[src/rtl/mul_and_share_arbiter_if.sv]
// Request/result bundle for the shared multiply-and-mask unit.
// The master side drives requests and result acceptance; the slave side is the arbiter.
interface mul_and_share_arbiter_if #(
    parameter int unsigned NUM_REQ = 4,
    parameter int unsigned WIDTH   = 16
);
    localparam int unsigned TAG_W = $clog2(NUM_REQ);

    logic [NUM_REQ-1:0]       req_valid;
    logic [NUM_REQ-1:0]       req_ready;
    logic [NUM_REQ*WIDTH-1:0] req_a;
    logic [NUM_REQ*WIDTH-1:0] req_b;
    logic [NUM_REQ*WIDTH-1:0] req_c;
    logic                     res_valid;
    logic                     res_ready;
    logic [WIDTH-1:0]         res_data;
    logic [TAG_W-1:0]         res_tag;
    logic                     busy;

    modport master (
        output req_valid, req_a, req_b, req_c, res_ready,
        input  req_ready, res_valid, res_data, res_tag, busy
    );

    modport slave (
        input  req_valid, req_a, req_b, req_c, res_ready,
        output req_ready, res_valid, res_data, res_tag, busy
    );
endinterface

[src/rtl/mul_and_share_arbiter.sv]
// Round-robin issue of NUM_REQ requesters into a shared three-stage (a*b)&c pipeline
// with a tagged, backpressured result port.
module mul_and_share_arbiter #(
    parameter int unsigned NUM_REQ = 4,
    parameter int unsigned WIDTH   = 16
) (
    input logic                    clk,
    input logic                    rst_n,
    mul_and_share_arbiter_if.slave bus
);
    localparam int unsigned TAG_W = $clog2(NUM_REQ);

    logic             v1, v2, v3;
    logic [TAG_W-1:0] t1, t2, t3;
    logic [WIDTH-1:0] d1, d2, d3;
    logic [TAG_W-1:0] ptr;

    logic             advance;
    logic             any_valid;
    logic             issue;
    logic [TAG_W-1:0] grant;
    logic [TAG_W-1:0] cand;
    logic [WIDTH-1:0] a_sel, b_sel, c_sel;
    logic [WIDTH-1:0] prod;

    // The whole pipe moves as one; a stalled head freezes every stage and blocks issue.
    assign advance = !v3 || bus.res_ready;
    assign issue   = advance && any_valid;

    always_comb begin
        any_valid = 1'b0;
        grant     = '0;
        cand      = '0;
        for (int unsigned k = 0; k < NUM_REQ; k++) begin
            cand = TAG_W'((32'(ptr) + k) % NUM_REQ);
            if (!any_valid && bus.req_valid[cand]) begin
                any_valid = 1'b1;
                grant     = cand;
            end
        end
    end

    always_comb begin
        a_sel = '0;
        b_sel = '0;
        c_sel = '0;
        for (int unsigned i = 0; i < NUM_REQ; i++) begin
            if (grant == TAG_W'(i)) begin
                a_sel = bus.req_a[i*WIDTH +: WIDTH];
                b_sel = bus.req_b[i*WIDTH +: WIDTH];
                c_sel = bus.req_c[i*WIDTH +: WIDTH];
            end
        end
    end

    // Assigning to a WIDTH-bit result keeps only the low half of the product.
    assign prod = a_sel * b_sel;

    always_comb begin
        bus.req_ready = '0;
        if (rst_n && issue) begin
            bus.req_ready[grant] = 1'b1;
        end
    end

    always_ff @(posedge clk) begin
        if (!rst_n) begin
            v1  <= 1'b0;
            v2  <= 1'b0;
            v3  <= 1'b0;
            t1  <= '0;
            t2  <= '0;
            t3  <= '0;
            d1  <= '0;
            d2  <= '0;
            d3  <= '0;
            ptr <= '0;
        end else if (advance) begin
            v1 <= issue;
            t1 <= issue ? grant : '0;
            d1 <= issue ? (prod & c_sel) : '0;
            v2 <= v1;
            t2 <= t1;
            d2 <= d1;
            v3 <= v2;
            t3 <= t2;
            d3 <= d2;
            if (issue) begin
                ptr <= (grant == TAG_W'(NUM_REQ - 1)) ? '0 : grant + 1'b1;
            end
        end
    end

    assign bus.res_valid = v3;
    assign bus.res_data  = d3;
    assign bus.res_tag   = t3;
    assign bus.busy      = v1 | v2 | v3;
endmodule

[src/flat_wrapper.sv]
// flat-port wrapper written by rule: the top's interface ports become plain ports
module mul_and_share_arbiter_flat 
#(
    parameter int unsigned NUM_REQ = 4,
    parameter int unsigned WIDTH   = 16
)
  (clk, rst_n, bus_req_valid, bus_req_a, bus_req_b, bus_req_c, bus_res_ready, bus_req_ready, bus_res_valid, bus_res_data, bus_res_tag, bus_busy);
  mul_and_share_arbiter_if #(.NUM_REQ(NUM_REQ), .WIDTH(WIDTH)) bus_i ();
  input logic clk;
  input logic rst_n;
  input wire logic [$bits(bus_i.req_valid)-1:0] bus_req_valid;
  input wire logic [$bits(bus_i.req_a)-1:0] bus_req_a;
  input wire logic [$bits(bus_i.req_b)-1:0] bus_req_b;
  input wire logic [$bits(bus_i.req_c)-1:0] bus_req_c;
  input wire logic [$bits(bus_i.res_ready)-1:0] bus_res_ready;
  output wire logic [$bits(bus_i.req_ready)-1:0] bus_req_ready;
  output wire logic [$bits(bus_i.res_valid)-1:0] bus_res_valid;
  output wire logic [$bits(bus_i.res_data)-1:0] bus_res_data;
  output wire logic [$bits(bus_i.res_tag)-1:0] bus_res_tag;
  output wire logic [$bits(bus_i.busy)-1:0] bus_busy;
  assign bus_i.req_valid = bus_req_valid;
  assign bus_i.req_a = bus_req_a;
  assign bus_i.req_b = bus_req_b;
  assign bus_i.req_c = bus_req_c;
  assign bus_i.res_ready = bus_res_ready;
  assign bus_req_ready = bus_i.req_ready;
  assign bus_res_valid = bus_i.res_valid;
  assign bus_res_data = bus_i.res_data;
  assign bus_res_tag = bus_i.res_tag;
  assign bus_busy = bus_i.busy;
  mul_and_share_arbiter #(.NUM_REQ(NUM_REQ), .WIDTH(WIDTH)) u_core (.clk(clk), .rst_n(rst_n), .bus(bus_i));
endmodule
[config.mk]
export PLATFORM = sky130hd
export DESIGN_NAME = mul_and_share_arbiter_flat
export DESIGN_NICKNAME = d
export VERILOG_FILES = /design/src/rtl/mul_and_share_arbiter_if.sv /design/src/rtl/mul_and_share_arbiter.sv /design/src/flat_wrapper.sv
export SDC_FILE = /design/constraint.sdc
export NUM_CORES = 1
export LEC_CHECK = 0
export BUFFER_PORTS_ARGS = -buffer_cell sky130_fd_sc_hd__clkbuf_2
export CORE_MARGIN = 2
export CORE_UTILIZATION = 58
export DETAILED_ROUTE_END_ITERATION = 10
export GPL_TIMING_DRIVEN = 1
export PLACE_DENSITY = 0.88
export SETUP_SLACK_MARGIN = 0.3
export SLEW_MARGIN = 20
export SYNTH_ARGS = -nofsm -noshare
export SYNTH_HDL_FRONTEND = slang
export SYNTH_SLANG_ARGS = --single-unit
[constraint.sdc]
create_clock -name clk -period 13.63 [get_ports clk]
set_clock_uncertainty 0.15 [all_clocks]
set_input_delay 1.363 -clock clk [delete_from_list [all_inputs] [get_ports clk]]
set_output_delay 1.363 -clock clk [all_outputs]
set_load 0.01 [all_outputs]
==> results.md, run 1 <==
* Average cell area after synthesis at 8.02 µm²
* Num rows at 42
* Final #Nets at 1484
* Die height at 119 µm
* Final wirelength at 24100 µm
* Critical Path Sink Type: flop
* Diode count at 0
* I/O Buffers at 222
* Clock buffer depth at 2
* DR pass1 iterations at 5
* GRT overflow at 0
* Tcrit/Tclk final at 71.0%
* Met2 GRT Util at 55.9%
* Max incr delay on CP at 0.54 ns
* Slew Viols, Final at 0
* Worst-Margin Slew at 1.01 ns
* Antenna-violating nets left at 0
* Highest achievable clock rate at 103 MHz
* Synth Net Count at 1295
* Yosys top cell by area: fa_1
* Via count at 7776
* End of the critical path: u_core.d1[15]
* Most common cell in the synthesized netlist: nand2_1
* Yosys warns at 0
* Status: completed
* Final Wtd Congestion at 0.949
* CP max stage cell: fa_1
* DP Worst Slack at 3.67 ns
* Worst path top cell family by delay: adder cells
* H-tree levels at 3
* Max-cap viol count at 0
* Yosys top cell area share at 20.7%
* Clock root buffer: clkbuf_16
* R2R Setup Slk at 4.76 ns
* Worst-Skew Late Latency at 0.32 ns
* Core footprint at 13100 µm²
* Top cells by area, synth: fa_1 (21%), dfxtp_1 (15%), ha_1 (8.6%), nand2_1 (8.5%), inv_1 (6.0%)
* # fillers at 1074
* Largest net degree at the start of global routing at 81
* Initial antenna violation count at 0
* Multi-input gate area at 5790 µm²
* Synthesized cell area at 7720 µm²
* Max_slew headroom at 32.5%
* Initial Utilization at 58.8%
* Die Wd at 119 µm
* Commonest cells post-synth: nand2_1 (175), inv_1 (123), nor2_1 (84), fa_1 (80), dfxtp_1 (59)
* P&R area growth vs syn at 18.2%
* Clk slew on worst S/H paths at 0.06 ns
* Busiest grt layer: met2
* WP data arrival at 9.74 ns
* Iter 0 DRT Violations at 848
* HP Class: reg -> reg
* Crit path launch type: input pin
* Clock Sinks at 59
* WP data required at 13.70 ns
* Worst flop-to-flop path endpoint: u_core.d1[15]
* Post-synth ARST share at 0%
* Primary FF master, synth: dfxtp_1
* Sequential cell area at 1180 µm²
* Die area at 14200 µm²
* Via density at 5.83
* Num CTS Buffers at 9
* First-pass GRT wire length at 37500 µm
* Critical R2R Launch: u_core.ptr[0]
* Worst reg2reg path depth at 30
* TNS Setup at 0 ns
* Worst Setup SP: bus_req_valid[0]
* Min Tclk post-route at 9.67 ns
* Post-DP HPWL at 18700 µm
* Met3 usage at 5.75%
* RSZ-0062 raised after global routing: no
* Crit path depth at 32
* Critical Path Fanout Max at 28
* CP bufs+invs at 8
* Number of synthesized flops with an enable pin at 0
* Remaining DRCs at 0
* Fraction of layout instances using a drive strength above 1 at 24.1%
* WL/cell at 18.1 µm
* CTS tree: yes
* Flops & latches, synth at 59
* Seq/Total Area, Yosys at 15.3%
* Global Route Usage Sum at 33.4%
* Final setup violating endpoints at 0
* Post-Syn Instances at 963
* M1 GR Usage at 45.0%
* CTS Hold Bufs at 0
* Setup CP Type: in -> reg
* Number of post-CTS setup repair buffers at 0
* I/O pins at 223
* Fin. Hold Viols at 0
* Worst Slack Setup Final at 3.96 ns
* Vias in the first global route at 7442
* Synth unique cells at 57
* Resized cells post-CTS at 0
* Most frequent CP cell: fa_1
==> kinds of logic (layout without fill, tap and decap cells) <==
family	count (synthesis)	count (layout)	share of synthesized area (%)
compound gates	228	228	22.2
xor+xnor	35	35	4.96
fa+ha+maj	133	133	29.3
buf+inv	180	374	9.84
flops	59	59	15.3
mux	1	1	0.130
simple gates	327	327	18.2
==> worst min-delay path by stage <==
stage | to | cells past startpoint | startpoint
floorplan | u_core.t1[1] | 2 | u_core.t1[1]
global placement | u_core.t1[1] | 2 | u_core.t1[1]
detailed placement | u_core.d1[4] | 2 | u_core.d1[4]
CTS | u_core.d2[8] | 2 | u_core.d2[8]
global route | u_core.d1[13] | 1 | u_core.d1[13]
finish | u_core.d2[6] | 2 | u_core.d2[6]
==> final cells by class <==
| type | count | share of cell area [%] |
|---|---|---|
| Inverter | 125 | 5.14 |
| Multi-Input combinational cell | 724 | 63.4 |
| Clock buffer | 10 | 2.51 |
| Timing Repair Buffer | 233 | 13.1 |
| Clock inverter | 6 | 0.466 |
| Sequential cell | 59 | 12.9 |
| Tap cell | 176 | 2.41 |
==> sequential cells by signal (all words and copies together) (netlist names) <==
register              cells
u_core.v1                 1
u_core.d1                16
u_core.ptr                2
u_core.t1                 2
u_core.t2                 2
u_core.bus.res_valid      1
u_core.bus.res_data      16
u_core.v2                 1
u_core.bus.res_tag        2
u_core.d2                16
==> per-layer routing <==
| layer | share of wire, % | wire (µm) |
|---|---|---|
| met1 | 41 | 9870 |
| met2 | 47 | 11400 |
| met3 | 9.4 | 2260 |
| met4 | 2.6 | 630 |
| met5 | 0 | 0 |
==> stage by stage <==
step,std cells,hold slack [ns],util [%],area [µm²]
after floorplan,963,0.275,-,7720
after global placement,1317,0.284,67.4,8850
after detailed placement,1317,0.303,67.4,8850
after CTS,1333,0.316,69.4,9120
after global routing,1333,0.329,69.4,9120
final,1333,0.315,69.4,9120
==> worst reg2reg max path: cells and delay by family (launching register included) <==
kind / cells / cell delay (ns)
buf+inv: 6 / 0.99
flops: 1 / 0.39
xor+xnor: 8 / 1.83
fa+ha+maj: 7 / 3.24
compound gates: 4 / 1.20
simple gates: 5 / 0.96
==> cell usage in the layout, fill, tap and decap left out, types with 6 or more instances in the layout <==
master and n:
a211oi_1 9, a21boi_0 37, a21oi_1 23, a221o_1 17, a22o_1 6, a32o_1 14
and2_1 6, buf_4 11, clkbuf_16 9, clkbuf_2 222, dfxtp_1 59, fa_1 80
ha_1 50, inv_1 123, nand2_1 175, nand2b_1 21, nor2_1 84, nor2b_1 11
nor3_1 8, o21a_1 9, o21ai_0 47, o21ai_1 12, o221a_2 11, o221ai_1 14
xnor2_1 21, xor2_1 8
Power of run 1 is not shown: default switching activity piles up to over one toggle a cycle in this logic, so the estimate is an artifact.
==> inputs of run 2 (changes only) <==
--- a/config.mk
+++ b/config.mk
@@ -7,10 +7,10 @@
 export LEC_CHECK = 0
 export BUFFER_PORTS_ARGS = -buffer_cell sky130_fd_sc_hd__clkbuf_2
 export CORE_MARGIN = 2
-export CORE_UTILIZATION = 58
+export CORE_UTILIZATION = 49
 export DETAILED_ROUTE_END_ITERATION = 10
 export GPL_TIMING_DRIVEN = 1
-export PLACE_DENSITY = 0.88
+export PLACE_DENSITY = 0.79
 export SETUP_SLACK_MARGIN = 0.3
 export SLEW_MARGIN = 20
 export SYNTH_ARGS = -nofsm -noshare
==> constraint.sdc (replaced) <==
create_clock -name clk -period 7.8 [get_ports clk]
set_clock_uncertainty 0.15 [all_clocks]
set_input_delay 0.78 -clock clk [delete_from_list [all_inputs] [get_ports clk]]
set_output_delay 0.78 -clock clk [all_outputs]
set_load 0.01 [all_outputs]
==> results.md, run 2 (synthesis results as in run 1) <==
* Status: completed
* M1 GR Usage at 37.8% (-7.2 points)
* CTS tree: yes
* Via count at 8155 (+4.9%)
* Die Wd at 130 µm (+8.5%)
* Met2 GRT Util at 54.0% (-1.9 points)
* GRT overflow at 0 (unchanged)
* Crit path launch type: input pin
* Initial Utilization at 50.4% (-8.4 points)
* Diode count at 0 (unchanged)
* I/O Buffers at 222 (unchanged)
* Worst-Skew Late Latency at 0.33 ns (about the same)
* Max-cap viol count at 0 (unchanged)
* Clock Sinks at 59 (unchanged)
* Slew Viols, Final at 0 (unchanged)
* Tcrit/Tclk final at 95.4%
* Most common cell after layout, fill and taps aside: clkbuf_2
* H-tree levels at 3 (unchanged)
* Largest net degree at the start of global routing at 47 (-42%)
* Antenna-violating nets left at 0 (unchanged)
* Clk slew on worst S/H paths at 0.06 ns (about the same)
* Fraction of layout instances using a drive strength above 1 at 34.8% (+11 points)
* Via density at 5.53 (-5.3%)
* Final Wtd Congestion at 0.966 (+1.8%)
* P&R area growth vs syn at 37.4%
* Met3 usage at 3.72% (-2.0 points)
* Clock buffer depth at 2 (unchanged)
* Commonest cells after routing, fill and taps aside: clkbuf_2 (220), nand2_1 (175), inv_1 (116)
* Fin Hold WS at 0.316 ns (+0.000446 ns)
* Core footprint at 15300 µm² (+17%)
* Max incr delay on CP at 0.56 ns (+0.02 ns)
* Busiest grt layer: met2
* CP bufs+invs at 7 (-1)
* Critical Path Sink Type: flop
* WP data arrival at 7.52 ns (-2.22 ns)
* RSZ-0062 raised after global routing: yes
* Worst path top cell family by delay: adder cells
* Highest achievable clock rate at 134 MHz
* Die area at 16800 µm² (+18%)
* CP max stage cell: fa_1
* Max_slew headroom at 45.7% (+13 points)
* Setup CP Type: in -> reg
* Worst-Margin Slew at 0.814 ns (-0.199 ns)
* Iter 0 DRT Violations at 675 (-20%)
* Final setup violating endpoints at 0 (unchanged)
* Min Tclk post-route at 7.44 ns
* Fin. Hold Viols at 0 (unchanged)
* WL/cell at 18.5 µm (+2.4%)
* Num rows at 45 (+7.1%)
* HP Class: reg -> reg
* Most frequent CP cell: fa_1
* Critical Path Fanout Max at 7 (-75%)
* Num CTS Buffers at 9 (unchanged)
* First-pass GRT wire length at 39100 µm (+4.4%)
* Final #Nets at 1592 (+7.3%)
* Post-DP HPWL at 20500 µm (+9.9%)
* Remaining DRCs at 0 (unchanged)
* Initial antenna violation count at 0 (unchanged)
* Clock root buffer: clkbuf_16
* DR pass1 iterations at 5 (unchanged)
* Global Route Usage Sum at 30.2% (-3.2 points)
* Vias in the first global route at 7696 (+3.4%)
* Die height at 130 µm (+8.5%)
* I/O pins at 223 (unchanged)
* WP data required at 7.87 ns (-5.83 ns)
* Final wirelength at 27300 µm (+13%)
## run 2: final cells by class
cell class | count | area, µm²
sequential | 59 | 1180
clock inverter | 7 | 76.3
clock buffer | 9 | 225
fill | 1282 | 4710
tap | 211 | 264
inverter | 125 | 479
multi-input combinational | 725 | 6100
timing repair buffer | 340 | 2280
## run 2: through the flow
step           instance area (µm²)  utilization, %  TNS [ns]  instances  setup WS [ns]
2_1_floorplan                 7820               -         0        963          0.300
3_3_place_gp                  9490            62.0         0       1413         0.0415
3_5_place_dp                  9490            62.0   -0.0550       1413        -0.0550
4_1_cts                       9810            64.1         0       1429          0.317
5_1_grt                      10600            69.3         0       1476         0.0486
6_report                     10600            69.3         0       1476          0.356
## run 2: path summary, 6_finish.rpt
check / end / slack, ns / depth (start not counted) / startpoint
max: u_core.d1[15] / 0.36 / 31 / bus_req_valid[0]
min: u_core.d2[10] / 0.32 / 2 / u_core.d2[10]
max reg2reg: u_core.d1[15] / 0.43 / 29 / u_core.ptr[0]
min reg2reg: u_core.d2[10] / 0.32 / 2 / u_core.d2[10]
## run 2: routing by layer
metal | up-vias | part of all wire [%]
met4 | 0 | 4.4
met3 | 79 | 5.9
met5 | - | 0
met1 | 3869 | 40
li1 | 3801 | -
met2 | 406 | 50
## run 2: worst reg2reg max path, delay by kind of cell, from the launching register on
family	cells	cell delay [ns]
simple gates	4	0.56
buf+inv	5	0.50
compound gates	5	0.95
xor+xnor	8	1.48
fa+ha+maj	7	3.12
flops	1	0.49
## run 2: repair_timing
action,4_1_cts,5_1_grt
setup endpoints to repair,1,6
pin swaps,0,35
resized for setup,4,85
cloned,0,10
buffers inserted,0,37
hold buffers,0,0
hold endpoints to repair,0,0
Power of run 2 is left out for the same reason.
==> inputs of run 3 (changes only) <==
--- a/config.mk
+++ b/config.mk
@@ -5,12 +5,14 @@
 export SDC_FILE = /design/constraint.sdc
 export NUM_CORES = 1
 export LEC_CHECK = 0
+export ABC_AREA = 1
 export BUFFER_PORTS_ARGS = -buffer_cell sky130_fd_sc_hd__clkbuf_2
 export CORE_MARGIN = 2
-export CORE_UTILIZATION = 49
+export CORE_UTILIZATION = 59
 export DETAILED_ROUTE_END_ITERATION = 10
 export GPL_TIMING_DRIVEN = 1
-export PLACE_DENSITY = 0.79
+export PLACE_DENSITY = 0.89
+export RECOVER_POWER = 100
 export SETUP_SLACK_MARGIN = 0.3
 export SLEW_MARGIN = 20
 export SYNTH_ARGS = -nofsm -noshare
==> constraint.sdc (replaced) <==
create_clock -name clk -period 8.9 [get_ports clk]
set_clock_uncertainty 0.15 [all_clocks]
set_input_delay 0.89 -clock clk [delete_from_list [all_inputs] [get_ports clk]]
set_output_delay 0.89 -clock clk [all_outputs]
set_load 0.01 [all_outputs]
==> results.md, run 3 <==
* Top cells by area, synth: fa_1 (20%), nand2_1 (16%), dfxtp_1 (15%), inv_1 (11%), ha_1 (8.2%)
* First-pass GRT wire length at 42500 µm (+8.5%)
* Iter 0 DRT Violations at 1093 (+62%)
* P&R area growth vs syn at 18.3%
* TNS Setup at 0 ns (unchanged)
* Max-cap viol count at 0 (unchanged)
* Highest achievable clock rate at 124 MHz
* Num CTS Buffers at 9 (unchanged)
* Core footprint at 13300 µm² (-13%)
* Clock buffer depth at 2 (unchanged)
* Flops & latches, synth at 59 (unchanged)
* Hold EP: u_core.d2[4]
* Worst-Margin Slew at 1.45 ns (+0.640 ns)
* Status: completed
* Largest net degree at the start of global routing at 57 (+21%)
* Final wirelength at 26700 µm (-2.2%)
* Final #Nets at 1751 (+10%)
* Die Wd at 121 µm (-6.8%)
* Synthesized cell area at 8040 µm² (+4.2%)
* Num rows at 42 (-6.7%)
* Worst Slack Setup Final at 0.832 ns (+0.476 ns)
* Critical Path Fanout Max at 29 (+22)
* H-tree levels at 3 (unchanged)
* HP Class: reg -> reg
* WP data required at 9.02 ns (+1.15 ns)
* Die height at 121 µm (-6.8%)
* Max incr delay on CP at 0.50 ns (-0.06 ns)
* I/O pins at 223 (unchanged)
* CP max stage cell: ha_2
* Vias in the first global route at 8812 (+15%)
* Synth Net Count at 1557 (+20%)
* Average cell area after synthesis at 6.57 µm² (-18%)
* Initial Utilization at 60.5% (+10 points)
* DR pass1 iterations at 6 (+1)
* CTS Hold Bufs at 0 (unchanged)
* I/O Buffers at 222 (unchanged)
* WP data arrival at 8.19 ns (+0.67 ns)
* Number of synthesized flops with an enable pin at 0 (unchanged)
* Yosys warns at 0 (unchanged)
* Critical Path Sink Type: flop
* Max_slew headroom at 3.07% (-43 points)
* Final Wtd Congestion at 1.01 (+4.4%)
* Global Route Usage Sum at 36.8% (+6.6 points)
* Synth unique cells at 43 (-25%)
* Initial antenna violation count at 0 (unchanged)
* Clock Sinks at 59 (unchanged)
* R2R Setup Slk at 0.87 ns (+0.44 ns)
* Primary FF master, synth: dfxtp_1
* Hold_sp: u_core.d1[4]
* Remaining DRCs at 0 (unchanged)
* Post-DP HPWL at 20800 µm (+1.4%)
* Slew Viols, Final at 0 (unchanged)
* GRT overflow at 0 (unchanged)
* Fraction of layout instances using a drive strength above 1 at 18.5% (-16 points)
* Most common cell after layout, fill and taps aside: nand2_1
* Yosys top cell by area: fa_1
* Commonest cells after routing, fill and taps aside: nand2_1 (343), inv_1 (230), clkbuf_2 (198)
* Worst flop-to-flop path endpoint: u_core.d1[15]
* Most frequent CP cell: nand2_1
* Post-Syn Instances at 1225 (+27%)
* WL/cell at 16.7 µm (-9.8%)
* Diode count at 0 (unchanged)
* Seq/Total Area, Yosys at 14.7% (-0.62 points)
* Min Tclk post-route at 8.07 ns
* Tcrit/Tclk final at 90.7%
* Setup CP Type: in -> reg
* # fillers at 1091 (-15%)
* CTS tree: yes
* Critical R2R Launch: u_core.ptr[0]
* Clk slew on worst S/H paths at 0.05 ns (about the same)
* Most common cell in the synthesized netlist: nand2_1
* Fin. Hold Viols at 0 (unchanged)
* Die area at 14600 µm² (-13%)
* RSZ-0062 raised after global routing: no
* Clock root buffer: clkbuf_16
* DP Worst Slack at 0.457 ns (+0.512 ns)
* Yosys top cell area share at 19.9% (-0.84 points)
* Via density at 5.56 (+0.70%)
* Post-synth ARST share at 0% (unchanged)
* Crit path launch type: input pin
* Worst reg2reg path depth at 41 (+41%)
* Hold Path Depth at 2 (unchanged)
* Commonest cells post-synth: nand2_1 (349), inv_1 (231), nor2_1 (111), fa_1 (80), o21ai_0 (78)
* Via count at 8902 (+9.2%)
* Final setup violating endpoints at 0 (unchanged)
* Antenna-violating nets left at 0 (unchanged)
* Worst-Skew Late Latency at 0.33 ns (about the same)
* Utilization after layout at 71.6% (+2.3 points)
## run 3: changes by cell type after synthesis, moves of 11 or more
cell,delta
o221ai_1,-14
o221a_2,-11
o21ai_0,+31
nand2b_1,-21
inv_1,+108
nor2_1,+27
a32o_1,-13
xnor2_1,-16
a21boi_0,-37
nand3_1,+38
nand2_1,+174
a221o_1,-17
a21oi_1,+39
nor2b_1,-12
## run 3: how the worst max path moves through the flow
| stage | from | depth (start not counted) | slack (ns) | endpoint |
|---|---|---|---|---|
| 2_1_floorplan | bus_req_valid[2] | 45 | 1.36 | u_core.d1[15] |
| 3_3_place_gp | bus_req_valid[2] | 41 | 0.75 | u_core.d1[15] |
| 3_5_place_dp | bus_req_valid[2] | 43 | 0.46 | u_core.d1[15] |
| 4_1_cts | bus_req_valid[2] | 43 | 0.79 | u_core.d1[15] |
| 5_1_grt | bus_req_valid[2] | 42 | 0.22 | u_core.d1[15] |
| 6_report | bus_req_valid[3] | 42 | 0.83 | u_core.d1[15] |
## run 3: critical path, delay by kind of cell
| kind | cells | cell delay (ns) |
|---|---|---|
| and+or+nand+nor | 18 | 1.59 |
| AOI/OAI and AO/OA | 6 | 0.85 |
| adders and majority gates | 8 | 3.36 |
| muxes | 1 | 0.26 |
| buffers and inverters | 9 | 1.20 |
## run 3: what timing repair did
action / 4_1_cts / 5_1_grt
buffers inserted: 0 / 3
resized for setup: 0 / 12
setup endpoints to repair: 0 / 3
## run 3: area by class of cell
cell class                 instances  area [µm²]  area share (%)
multi-input combinational        875        5690            59.8
timing repair buffer             238        1200            12.6
sequential                        59        1180            12.4
inverter                         235         886            9.31
clock buffer                      12         256            2.70
tap                              176         220            2.31
clock inverter                     4        72.6           0.763
timing repair inverter             1        5.00          0.0526
## run 3: kinds of logic (layout without fill, tap and decap cells)
kind of cell    count (synthesis)  after routing  share of synthesized area (%)
mux                             3              3                          0.373
compound gates                205            205                           14.9
flops                          59             59                           14.7
simple gates                  527            527                           26.3
xor+xnor                        7              7                          0.762
fa+ha+maj                     133            133                           28.2
buf+inv                       291            490                           14.9
## run 3: through the flow
step                std cells  hold slack (ns)  cell area [µm²]
floorplan                1225            0.268             8040
global placement         1580            0.280             9170
detailed placement       1580            0.286             9170
CTS                      1596            0.299             9490
global route             1600            0.333             9510
finish                   1600            0.304             9510
## run 3: routing by layer
metal,up-vias,share of wire (%),track usage (%)
li1,4169,-,-
met1,4115,37,43.5
met4,0,4.2,16.6
met5,-,0,0
met2,520,49,65.3
met3,98,9.6,5.94
Power of run 3 is left out for the same reason.
